File: config.mk
export PLATFORM = sky130hd
export DESIGN_NAME = multicycle_ctrl_fsm
export DESIGN_NICKNAME = d
export VERILOG_FILES = /design/src/rtl/multicycle_ctrl_fsm.sv
export SDC_FILE = /design/constraint.sdc
export NUM_CORES = 1
export LEC_CHECK = 0
export BUFFER_PORTS_ARGS = -buffer_cell sky130_fd_sc_hd__buf_2
export CAP_MARGIN = 20
export CORE_MARGIN = 8
export CORE_UTILIZATION = 45
export DETAILED_ROUTE_END_ITERATION = 7
export PLACE_DENSITY = 0.74
export SLEW_MARGIN = 10
export SYNTH_ARGS = -nofsm -noshare
export SYNTH_HDL_FRONTEND = slang
export SYNTH_SLANG_ARGS = --single-unit
File: constraint.sdc
create_clock -name CLK -period 6.4 [get_ports CLK]
set_clock_uncertainty 0.15 [all_clocks]
set_input_delay 0.64 -clock CLK [delete_from_list [all_inputs] [get_ports CLK]]
set_output_delay 0.64 -clock CLK [all_outputs]
set_load 0.03 [all_outputs]
File: src/rtl/multicycle_ctrl_fsm.sv
// Main control FSM for a multicycle RV32 subset (lw, sw, R, I, beq/bne, jal).
// Moore control decodes of State; PCWrite adds the branch condition.
module multicycle_ctrl_fsm (
    input  logic        CLK,
    input  logic        RST,
    input  logic [6:0]  Op,
    input  logic        Funct3_0,
    input  logic        Zero,
    output logic        PCWrite,
    output logic        AdrSrc,
    output logic        MemWrite,
    output logic        IRWrite,
    output logic        RegWrite,
    output logic [1:0]  ResultSrc,
    output logic [1:0]  ALUSrcA,
    output logic [1:0]  ALUSrcB,
    output logic [1:0]  ALUOp,
    output logic        Illegal,
    output logic [15:0] Retired,
    output logic [3:0]  State
);

    typedef enum logic [3:0] {
        S_FETCH    = 4'd0,
        S_DECODE   = 4'd1,
        S_MEMADR   = 4'd2,
        S_MEMREAD  = 4'd3,
        S_MEMWB    = 4'd4,
        S_MEMWRITE = 4'd5,
        S_EXECUTER = 4'd6,
        S_EXECUTEI = 4'd7,
        S_ALUWB    = 4'd8,
        S_BRANCH   = 4'd9,
        S_JAL      = 4'd10
    } state_e;

    localparam logic [6:0] OP_LW  = 7'b0000011;
    localparam logic [6:0] OP_SW  = 7'b0100011;
    localparam logic [6:0] OP_R   = 7'b0110011;
    localparam logic [6:0] OP_I   = 7'b0010011;
    localparam logic [6:0] OP_BR  = 7'b1100011;
    localparam logic [6:0] OP_JAL = 7'b1101111;

    state_e      state_q, state_d;
    logic [15:0] retired_q, retired_d;
    logic        retire;

    logic       pc_update, branch, adr_src, mem_write_s, ir_write_s, reg_write_s, illegal_s;
    logic [1:0] result_src, alu_src_a, alu_src_b, alu_op;

    function automatic logic op_supported(input logic [6:0] op);
        return (op == OP_LW) || (op == OP_SW) || (op == OP_R) ||
               (op == OP_I)  || (op == OP_BR) || (op == OP_JAL);
    endfunction

    // NOTE: every signal written in always_comb gets a default first, so no path can infer a latch.
    always_comb begin
        state_d = S_FETCH;
        retire  = 1'b0;
        case (state_q)
            S_FETCH:  state_d = S_DECODE;
            S_DECODE: begin
                case (Op)
                    OP_LW, OP_SW: state_d = S_MEMADR;
                    OP_R:         state_d = S_EXECUTER;
                    OP_I:         state_d = S_EXECUTEI;
                    OP_BR:        state_d = S_BRANCH;
                    OP_JAL:       state_d = S_JAL;
                    default:      state_d = S_FETCH;
                endcase
            end
            S_MEMADR:   state_d = (Op == OP_SW) ? S_MEMWRITE : S_MEMREAD;
            S_MEMREAD:  state_d = S_MEMWB;
            S_EXECUTER: state_d = S_ALUWB;
            S_EXECUTEI: state_d = S_ALUWB;
            S_JAL:      state_d = S_ALUWB;
            S_MEMWB, S_MEMWRITE, S_ALUWB, S_BRANCH: begin
                state_d = S_FETCH;
                retire  = 1'b1;
            end
            default:    state_d = S_FETCH;
        endcase
        retired_d = (retire && (retired_q != 16'hFFFF)) ? retired_q + 16'd1 : retired_q;
    end

    // NOTE: sequential state uses non-blocking assignments so every flop samples pre-edge values.
    always_ff @(posedge CLK or negedge RST) begin
        if (!RST) begin
            state_q   <= S_FETCH;
            retired_q <= '0;
        end else begin
            state_q   <= state_d;
            retired_q <= retired_d;
        end
    end

    always_comb begin
        pc_update   = 1'b0;
        branch      = 1'b0;
        adr_src     = 1'b0;
        mem_write_s = 1'b0;
        ir_write_s  = 1'b0;
        reg_write_s = 1'b0;
        illegal_s   = 1'b0;
        result_src  = 2'b00;
        alu_src_a   = 2'b00;
        alu_src_b   = 2'b00;
        alu_op      = 2'b00;
        case (state_q)
            S_FETCH: begin
                ir_write_s = 1'b1;
                alu_src_b  = 2'b10;
                result_src = 2'b10;
                pc_update  = 1'b1;
            end
            S_DECODE: begin
                alu_src_a = 2'b01;
                alu_src_b = 2'b01;
                illegal_s = !op_supported(Op);
            end
            S_MEMADR: begin
                alu_src_a = 2'b10;
                alu_src_b = 2'b01;
            end
            S_MEMREAD:  adr_src = 1'b1;
            S_MEMWB: begin
                result_src  = 2'b01;
                reg_write_s = 1'b1;
            end
            S_MEMWRITE: begin
                adr_src     = 1'b1;
                mem_write_s = 1'b1;
            end
            S_EXECUTER: begin
                alu_src_a = 2'b10;
                alu_op    = 2'b10;
            end
            S_EXECUTEI: begin
                alu_src_a = 2'b10;
                alu_src_b = 2'b01;
                alu_op    = 2'b10;
            end
            S_ALUWB:    reg_write_s = 1'b1;
            S_BRANCH: begin
                alu_src_a = 2'b10;
                alu_op    = 2'b01;
                branch    = 1'b1;
            end
            S_JAL: begin
                alu_src_a = 2'b01;
                alu_src_b = 2'b10;
                pc_update = 1'b1;
            end
            default: ;
        endcase
    end

    // Write enables are gated by RST so an asserted reset silences them before the state flops settle.
    assign PCWrite   = RST & (pc_update | (branch & (Zero ^ Funct3_0)));
    assign MemWrite  = RST & mem_write_s;
    assign IRWrite   = RST & ir_write_s;
    assign RegWrite  = RST & reg_write_s;
    assign AdrSrc    = adr_src;
    assign ResultSrc = result_src;
    assign ALUSrcA   = alu_src_a;
    assign ALUSrcB   = alu_src_b;
    assign ALUOp     = alu_op;
    assign Illegal   = illegal_s;
    assign Retired   = retired_q;
    assign State     = state_q;

endmodule

### Yosys cells after proc, flatten, opt, wreduce, memory -nomap -nowiden

Index checks and enable logic that the tools add are counted.

* flip-flop bits (word level): 20
* output and inout port bits: 34
* input bits: 11

* equal/unequal tests: 17
* bitwise logic cells: 7
* add/subtract/negate cells: 1
* reduce and logical (&&, ||, !) cells: 18
* multiplexer cells: 15

Operators with widths (number)
* 4-bit one-hot mux with 5 select lines: 2
* 16-bit by 1-bit adder with 16-bit output (second input constant): 1
* 4-bit by 3-bit equality test with 1-bit output (second input constant): 4
* 16-bit inequality test (second input constant): 1
* 2-bit one-hot mux with 2 select lines: 4
* 7-bit by 6-bit equality test with 1-bit output (second input constant): 2
* 7-bit equality test (second input constant): 2
* 4-bit equality test (second input constant): 3
* 2-bit OR reduction: 6
* 4-bit by 2-bit equality test with 1-bit output (second input constant): 2
* 1-bit two-way mux: 8
* 4-bit OR reduction: 2
* 7-bit by 2-bit equality test with 1-bit output (second input constant): 1
* 7-bit by 5-bit equality test with 1-bit output (second input constant): 1
* 3-bit OR reduction: 2
* 1-bit bitwise AND: 5
* 1-bit logical OR: 5
* 4-bit by 1-bit equality test with 1-bit output (second input constant): 1
* 4-bit zero test: 1
* 3-bit two-way mux: 1
* 1-bit logical AND: 1
* 1-bit zero test: 1
* 1-bit bitwise OR: 1
* 1-bit bitwise XOR: 1

### Longest topological paths before layout

Gate-level depths: netlist of the first run.

* depth in word-level cells: 8
* gate-level depth with buffers: 6
* depth with buffers taken out: 5

### Worst setup path before layout of the first run

No wires, ideal clock.

* kind: register -> output
* from: register state_q[3] (netlist: State[3])
* to: output PCWrite
* required time: 5.610 ns
* arrival time: 2.306 ns
* stages on the path, launching flop included: 5
* path slack: 3.304 ns
* path through: dfrtp_1 -> nor2b_1 -> nor4_1 -> a21oi_1 -> nor2b_1

* longest elaborated chain between the ends: 5

RTL lines
* start: declaration: line 44 `state_e state_q, state_d;`
* start signal: assignment: line 92 `state_q <= state_d;`
* 4-bit equality test / 4-bit zero test (equally long branches): line 109 `case (state_q)`
* 2-bit OR reduction (no line) / 1-bit two-way mux (equally long branches)
* 1-bit two-way mux / 1-bit bitwise AND (equally long branches): line 109, 159
* 1-bit bitwise OR *: line 159 `assign PCWrite = RST & (pc_update | (branch & (Zero ^ Funct3_0)));`
* 1-bit bitwise AND *: line 159
* end: declaration: line 9 `output logic PCWrite,`

Every way passes the cells marked *; elsewhere a longest branch is shown, timed or not.

### Worst setup path in the final report of the first run

* from: register state_q[1] (netlist: State[1])
* to: output PCWrite

Same word-level chain as after synthesis.

==> results.json, run 1 <==
{
  "cts_buffers": 3,
  "cp-start-kind": "flip-flop",
  "cap_violations": 0,
  "drt_iter0_markers": 52,
  "cp_data_required_time_ps": 5610,
  "final_common_cell": "buf_2",
  "postCtsHoldBufs": 0,
  "status": "finished clean",
  "syn_inst": 131,
  "htree_levels": 1,
  "postLayoutCellArea_sq_mm": 0.00152,
  "route.detailed.drc": 0,
  "synth_nets": 143,
  "post_dp_cell_area_sq_mm": 0.00147,
  "initial_core_util": 0.461,
  "endpoint_kind": "primary output",
  "power_density_mw_per_mm2": 305,
  "finalHoldViolCount": 0,
  "syn_to_final_growth_pct": 23.0,
  "cts_tree": "built",
  "synth-seq-cells": 20,
  "use_met2": 0.220,
  "wire_per_inst_microns": 15.1,
  "cts.sinks": 20,
  "leakagePower_nw": 0.781,
  "synth_xor_area_frac": 0.113,
  "ys_types": 40,
  "hold_slack_ps": 135,
  "grt_pass1_wl_mm": 4.95,
  "path_cells": "nor2b_1, nor4_1, a21oi_1, nor2b_1, buf_2",
  "portBuffers": 44,
  "vias_per_cell": 5.75,
  "path_buf_inv": 1,
  "ys_seq_area_frac": 0.404,
  "setup_tns_ps": 0,
  "crit_fanout": 17,
  "design.core.area_sq_mm": 0.00269,
  "synth_warnings": 0,
  "num_rows": 19,
  "finalCritPeriodShare": 0.414,
  "antenna_found_initial": 0,
  "grt_usage": 0.133,
  "diodes": 0,
  "dr.pass1.iters": 4,
  "ant_nets": 0,
  "worstSetupPathType": "flip-flop to primary output",
  "io_pins": 45,
  "clockRootBuffer": "clkbuf_4",
  "cp_top_family": "flip-flops",
  "die_y_microns": 68.5,
  "pwr-share-comb": 0.412,
  "numPlacedInstances": 201,
  "mostFrequentLayoutCells": "buf_2, dfrtp_1, xnor2_1",
  "syn-mean-instance-area_sq_um": 9.46,
  "wirelength_mm": 3.10,
  "synthMuxAreaShare": 0.0212,
  "grtUsageMet3": 0.0262,
  "critPathMostFrequentCell": "nor2b_1",
  "clkSlewWorstSetupHoldPaths_ps": 120,
  "clockBufferDepth": 2,
  "clock_latency_ps": 300,
  "layout-drive-gt1-share": 0.322,
  "cts_resized": 0,
  "final_cells": 205,
  "slew_viol_final": 0,
  "p_switching_mw": 0.198,
  "slowest_delay_ps": 690,
  "use_met1": 0.163,
  "vias": 1179,
  "clock.fmax_mhz": 377,
  "arrival_ps": 1860,
  "finalSetupViolCount": 0,
  "synth_fa_ha_area_frac": 0.0101,
  "synth_compound_area_frac": 0.103,
  "ir_drop_v": 0.000210,
  "dpl.hpwl_mm": 2.33,
  "final_nets": 187,
  "slowest_stage": "dfrtp_1",
  "gp_congestion": 0.815,
  "post_cts_buffers": 0,
  "yosys.area_share.simple": 0.324,
  "p_sw_frac": 0.425,
  "synth_top_family_by_area": "simple AND/OR/NAND/NOR gates",
  "pwr-share-clk": 0.219,
  "p_int_mw": 0.268,
  "rsz0062_at_grt": "false",
  "max_slew_margin": 0.529,
  "grt_max_degree": 24,
  "seq_power_share": 0.368,
  "synthesis.area_sq_mm": 0.00124,
  "die_x_microns": 68.5,
  "fin_util": 0.567,
  "period_needed_ps": 2650,
  "tightest_slew_ps": 701,
  "first_global_vias": 1145,
  "die-area_sq_mm": 0.00469,
  "grt-ovfl-total": 0,
  "holdCritPathClass": "input pin to async pin",
  "grt_busiest_layer": "met2"
}
==> power groups by stage <==
stage	logic, mW	clock network (mW)	registers (mW)
after floorplan	0.121	0	0.187
after global placement	0.192	0	0.172
after detailed placement	0.194	0	0.173
after CTS	0.195	0.104	0.170
after global routing	0.207	0.108	0.175
final	0.192	0.102	0.171
==> per-stage QoR <==
stage | setup WS (ps) | total power [mW]
2_1_floorplan | 3300 | 0.307
3_3_place_gp | 4070 | 0.363
3_5_place_dp | 4030 | 0.367
4_1_cts | 3770 | 0.470
5_1_grt | 3550 | 0.491
6_report | 3750 | 0.465
==> cell usage after synthesis, drive strengths merged <==
master / count / share of area
a211oi: 1 / 0.0061
a21boi: 1 / 0.0061
a21o: 1 / 0.0061
a21oi: 5 / 0.020
a22oi: 1 / 0.0061
a31oi: 2 / 0.010
a41o: 1 / 0.0081
a41oi: 2 / 0.014
and2: 3 / 0.017
and3: 8 / 0.043
and3b: 1 / 0.0071
and4: 2 / 0.015
and4b: 1 / 0.0081
buf: 1 / 0.0091
clkbuf: 4 / 0.012
dfrtp: 20 / 0.40
ha: 1 / 0.010
inv: 1 / 0.0030
mux2: 2 / 0.021
nand2: 4 / 0.012
nand2b: 4 / 0.020
nand3: 7 / 0.028
nand4: 9 / 0.045
nor2: 9 / 0.027
nor2b: 4 / 0.020
nor3: 6 / 0.024
nor3b: 3 / 0.018
nor4: 3 / 0.015
nor4bb: 1 / 0.0081
o211ai: 1 / 0.0061
o21ai: 3 / 0.012
o32a: 1 / 0.0081
or3: 1 / 0.0051
or4: 1 / 0.0091
xnor2: 13 / 0.092
xor2: 3 / 0.021
==> path summary, 6_finish.rpt <==
kind | from | endpoint | slack (ps) | depth (start not counted)
max | State[1]$_DFF_PN0_ | PCWrite | 3750 | 5
min in group CLK | Retired[11]$_DFFE_PN0P_ | Retired[11]$_DFFE_PN0P_ | 370 | 1
min reg2reg | Retired[11]$_DFFE_PN0P_ | Retired[11]$_DFFE_PN0P_ | 370 | 1
min | RST | Retired[14]$_DFFE_PN0P_ | 130 | 1
max in group asynchronous | RST | Retired[10]$_DFFE_PN0P_ | 5630 | 1
max reg2reg | State[2]$_DFF_PN0_ | Retired[8]$_DFFE_PN0P_ | 4240 | 4
==> metal layers <==
layer  up-vias  wire length (microns)
li1        575                      -
met5         -                      0
met1       563                   1380
met2        37                   1510
met4         0                     50
met3         4                    166
==> logic make-up after synthesis <==
kind of cell             after synthesis
XOR/XNOR                              16
AND/OR/NAND/NOR                       67
multiplexers                           2
adder cells (fa/ha/maj)                1
AO/OA/AOI/OAI                         19
buffers and inverters                  6
flip-flops                            20
==> sequential cells by signal, summed over array words and instances, names as in the netlist <==
name and count:
Retired 16, State 4
==> layout make-up <==
| cell class | count | area [sq um] |
|---|---|---|
| repair buffers | 44 | 220 |
| fillers | 258 | 1160 |
| inverters | 1 | 3.75 |
| flip-flops and latches | 20 | 500 |
| well taps | 31 | 38.8 |
| multi-input cells | 105 | 708 |
| clock inverters | 1 | 30.0 |
| clock buffers | 3 | 22.5 |
Power figures use the tool's default switching activity.
==> run 2, diff against run 1 <==
clock period = 2.7 ns   (was 6.4 ns; I/O delays follow)
==> run 2 against run 1 <==
Net effect:
- wire length rose by 0.42%
- non-clock buffer count rose by 1
- worst setup slack got worse by 3300 ps
- combinational power rose by 140%
- cell count did not move
- sequential share of layout area rose by 0.30 points
- register-to-register slack got worse by 3700 ps
- via count fell by 0.42%
- flip-flop and latch count did not move
- critical path type unchanged
- critical endpoint is now Illegal
==> results.json, run 2 (same netlist as run 1, synthesis figures left out) <==
{
  "clockBufferDepth": 2,
  "setup_tns_ps": 0,
  "clockRootBuffer": "clkbuf_4",
  "cp-start-kind": "flip-flop",
  "dr.pass1.iters": 4,
  "finalCritPeriodShare": 0.834,
  "vias": 1174,
  "worstSetupPathType": "flip-flop to primary output",
  "finalHoldViolCount": 0,
  "gp_congestion": 0.770,
  "final_nets": 188,
  "leakagePower_nw": 0.772,
  "arrival_ps": 1830,
  "nFillCells": 269,
  "max_slew_margin": 0.491,
  "final_common_cell": "buf_2",
  "dpl.hpwl_mm": 2.37,
  "ant_nets": 0,
  "drt_iter0_markers": 51,
  "cts.sinks": 20,
  "multi_input_area_sq_um": 714,
  "die_x_microns": 68.5,
  "cts_tree": "built",
  "postCtsHoldBufs": 1,
  "power_density_mw_per_mm2": 668,
  "num_rows": 19,
  "layout-drive-gt1-share": 0.322,
  "cp_data_required_time_ps": 2280,
  "cts_buffers": 3,
  "die_y_microns": 68.5,
  "cap_violations": 0,
  "finalSetupViolCount": 0,
  "largest_register_ffs": 16,
  "io_pins": 45,
  "status": "finished clean",
  "route.detailed.drc": 0,
  "period_needed_ps": 2250,
  "clkSlewWorstSetupHoldPaths_ps": 100,
  "syn_to_final_growth_pct": 21.9,
  "design.core.area_sq_mm": 0.00269,
  "die-area_sq_mm": 0.00469,
  "grt_pass1_wl_mm": 4.82,
  "diodes": 0,
  "portBuffers": 44,
  "mostFrequentLayoutCells": "buf_2, dfrtp_1, xnor2_1",
  "crit_fanout": 17,
  "wire_per_inst_microns": 15.2,
  "holdCritPathClass": "input pin to flip-flop",
  "slew_viol_final": 0,
  "endpoint_kind": "primary output",
  "grt-ovfl-total": 0,
  "rsz0062_at_grt": "false",
  "seqCellArea_sq_um": 500,
  "grt_usage": 0.130,
  "cts_resized": 0,
  "htree_levels": 1,
  "ir_drop_v": 0.000499,
  "tightest_slew_ps": 758,
  "clock_latency_ps": 290,
  "grt_max_degree": 24,
  "wirelength_mm": 3.12,
  "vias_per_cell": 5.73,
  "initial_core_util": 0.461,
  "first_global_vias": 1108,
  "post_cts_buffers": 0,
  "clock.fmax_mhz": 444,
  "antenna_found_initial": 0,
  "finalPower_mw": 1.01
}
## run 2: changes by cell type in the layout (fill, tap and decap cells not counted), sizes merged
cell / before / now
bufinv: 1 / 0
dlygate4sd3: 0 / 1
## run 2: routing by layer
| layer | GRT usage | wire, microns | vias up |
|---|---|---|---|
| met2 | 0.216 | 1530 | 30 |
| met3 | 0.0327 | 160 | 2 |
| met4 | 0.0307 | 27 | 0 |
| met1 | 0.164 | 1400 | 564 |
| li1 | - | - | 578 |
| met5 | 0 | 0 | - |
## run 2: where the power goes
part	switching, mW	internal (mW)
Clock	0.0844	0.0519
Sequential	0.0717	0.332
Combinational	0.310	0.159
Total	0.466	0.543
## run 2: final cells by class
cell class / count / area share
inverter: 1 / 0.00249
clock buffer: 3 / 0.0149
multi-input combinational: 105 / 0.473
sequential: 20 / 0.331
tap: 31 / 0.0257
timing repair buffer: 45 / 0.152
## run 2: through the flow
stage | instances | hold slack [ps] | utilization | area (sq um) | setup WS, ps
after floorplan | 131 | -176 | - | 1240 | 343
after global placement | 201 | 102 | 0.550 | 1480 | 648
after detailed placement | 201 | 108 | 0.550 | 1480 | 524
after CTS | 205 | 155 | 0.562 | 1510 | 454
after global routing | 205 | 181 | 0.562 | 1510 | 290
final | 205 | 169 | 0.562 | 1510 | 449
## run 2: final timing paths
path	start	end	slack (ps)	cells after the start
max	State[1]$_DFF_PN0_	Illegal	450	4
min	Op[0]	State[3]$_DFF_PN0_	170	3
max reg2reg	State[2]$_DFF_PN0_	Retired[8]$_DFFE_PN0P_	500	4
min reg2reg	Retired[7]$_DFFE_PN0P_	Retired[7]$_DFFE_PN0P_	380	1
max in group asynchronous	RST	State[0]$_DFF_PN0_	1760	2
min in group asynchronous	RST	Retired[9]$_DFFE_PN0P_	300	2
## run 2: worst max-delay path: stages, from the launching register on
cell	delay [ps]
dfrtp_1	580
nand2b_1	290
or3_1	360
nor2_1	110
buf_2	200
==> run 3, diff against run 2 <==
CORE_UTILIZATION = 44   (was 45)
PLACE_DENSITY = 0.75   (was 0.74)
clock period = 1.9 ns   (was 2.7 ns; I/O delays follow)
==> run 3 against run 2 <==
Net effect:
- worst hold slack worse by 86 ps
- combinational power is 140% higher
- register-to-register slack worse by 510 ps
- the run now ends with setup timing left
- sequential share of layout area is 7.5 points lower
- cell count is 20% higher
- global-route usage is 3.6 points higher
- count of clock-buffer cells in the layout stayed put
==> results.json, run 3 (same netlist as run 1, synthesis figures left out) <==
{
  "grt_usage": 0.166,
  "wire_per_inst_microns": 18.2,
  "ir_drop_v": 0.00104,
  "largest_register_ffs": 16,
  "arrival_ps": 1600,
  "critPathLaunch": "State[2]$_DFF_PN0_",
  "crit_fanout": 10,
  "r2r_slack_ps": -10,
  "holdPathEnd": "State[0]$_DFF_PN0_",
  "clock_latency_ps": 330,
  "rsz0062_at_grt": "true",
  "diodes": 0,
  "worst_slack_ps": -40.9,
  "slew_viol_final": 0,
  "max_slew_margin": 0.680,
  "power_density_mw_per_mm2": 999,
  "clockRootBuffer": "clkbuf_4",
  "layout-drive-gt1-share": 0.602,
  "syn_to_final_growth_pct": 64.0,
  "clock.fmax_mhz": 515,
  "slowest_delay_ps": 430,
  "dpl.hpwl_mm": 2.72,
  "antenna_found_initial": 0,
  "first_global_vias": 1426,
  "worstHoldStart": "Op[2]",
  "grt-ovfl-total": 0,
  "dr.pass1.iters": 4,
  "htree_levels": 1,
  "reg2reg_from": "Retired[1]$_DFFE_PN0P_",
  "status": "complete, but fails checks",
  "path_cells": "buf_6, or3_4, nor2_1, buf_4",
  "finalHoldViolCount": 0,
  "vias": 1425,
  "period_needed_ps": 1940,
  "finalSetupViolCount": 5,
  "finalCritPeriodShare": 1.02,
  "cts_tree": "built",
  "tightest_slew_ps": 477,
  "drt_iter0_markers": 103,
  "route.detailed.drc": 0,
  "finalPower_mw": 2.03,
  "final_common_cell": "buf_4",
  "cp_data_required_time_ps": 1560,
  "cts_buffers": 3,
  "hold_slack_ps": 82.4,
  "holdPathStages": 4,
  "initial_core_util": 0.457,
  "cp-start-kind": "flip-flop",
  "clockBufferDepth": 2,
  "vias_per_cell": 5.77,
  "portBuffers": 44,
  "grt_max_degree": 21,
  "num_rows": 19,
  "die-area_sq_mm": 0.00477,
  "grt_pass1_wl_mm": 6.76,
  "die_y_microns": 69.1,
  "ant_nets": 0,
  "leakagePower_nw": 0.994,
  "wirelength_mm": 4.49,
  "worstSetupPathType": "flip-flop to primary output",
  "cts.sinks": 20,
  "endpoint_kind": "primary output",
  "clkSlewWorstSetupHoldPaths_ps": 130,
  "design.core.area_sq_mm": 0.00271,
  "final_nets": 229,
  "mostFrequentLayoutCells": "buf_4, buf_2, dfrtp_2",
  "violations": "setup timing",
  "gp_congestion": 0.847,
  "cap_violations": 0,
  "slowest_stage": "dfrtp_1",
  "holdCritPathClass": "input pin to flip-flop",
  "r2r-end": "Retired[1]$_DFFE_PN0P_",
  "io_pins": 45,
  "r2r_cells": 5,
  "die_x_microns": 69.1
}
[run 3: repair_timing]
action                                 CTS  global route
endpoints found under the hold margin   20             0
gates resized for setup                  9            23
hold buffers                             1             0
setup endpoints to repair                9            14
pin swaps                                5             5
buffers inserted                        17             5
cloned                                   0             1
[run 3: power breakdown]
part | leakage [nW] | switching [mW] | internal (mW)
Combinational | 0.718 | 0.616 | 0.497
Sequential | 0.248 | 0.0702 | 0.479
Clock | 0.0279 | 0.154 | 0.214
[run 3: routing by layer]
metal,global-route usage,routed length [microns]
met3,0.0343,243
met1,0.187,1800
met4,0.100,187
met5,0,0
met2,0.280,2260
[run 3: worst max path at each step]
| stage | endpoint | slack [ps] | cells past startpoint |
|---|---|---|---|
| detailed placement | Retired[1]$_DFFE_PN0P_ | -8 | 4 |
| finish | Illegal | -40 | 4 |
| CTS | ALUSrcB[0] | -1 | 5 |
| global route | PCWrite | -90 | 6 |
| global placement | Retired[1]$_DFFE_PN0P_ | 50 | 4 |
| floorplan | PCWrite | -180 | 4 |
[run 3: critical path, delay by kind of cell (launching register included)]
kind,cells,cell delay [ps]
flops,1,430
buf+inv,2,320
simple gates,2,500
[run 3: layout make-up]
cell class	count	area (sq um)
clock inverters	1	30.0
fillers	167	678
multi-input cells	105	837
repair buffers	86	579
clock buffers	3	22.5
inverters	1	3.75
well taps	31	38.8
flip-flops and latches	20	520
[run 3: per-stage QoR]
step	cell area (sq um)	util	worst slack (ps)	instances	setup TNS (ps)
global route	2030	0.750	-93.9	247	-584
CTS	1900	0.701	-1.25	241	-1.59
finish	2030	0.750	-40.9	247	-84.0
floorplan	1310	-	-180	131	-454
detailed placement	1680	0.619	-7.75	219	-7.75
global placement	1680	0.619	52.1	219	0
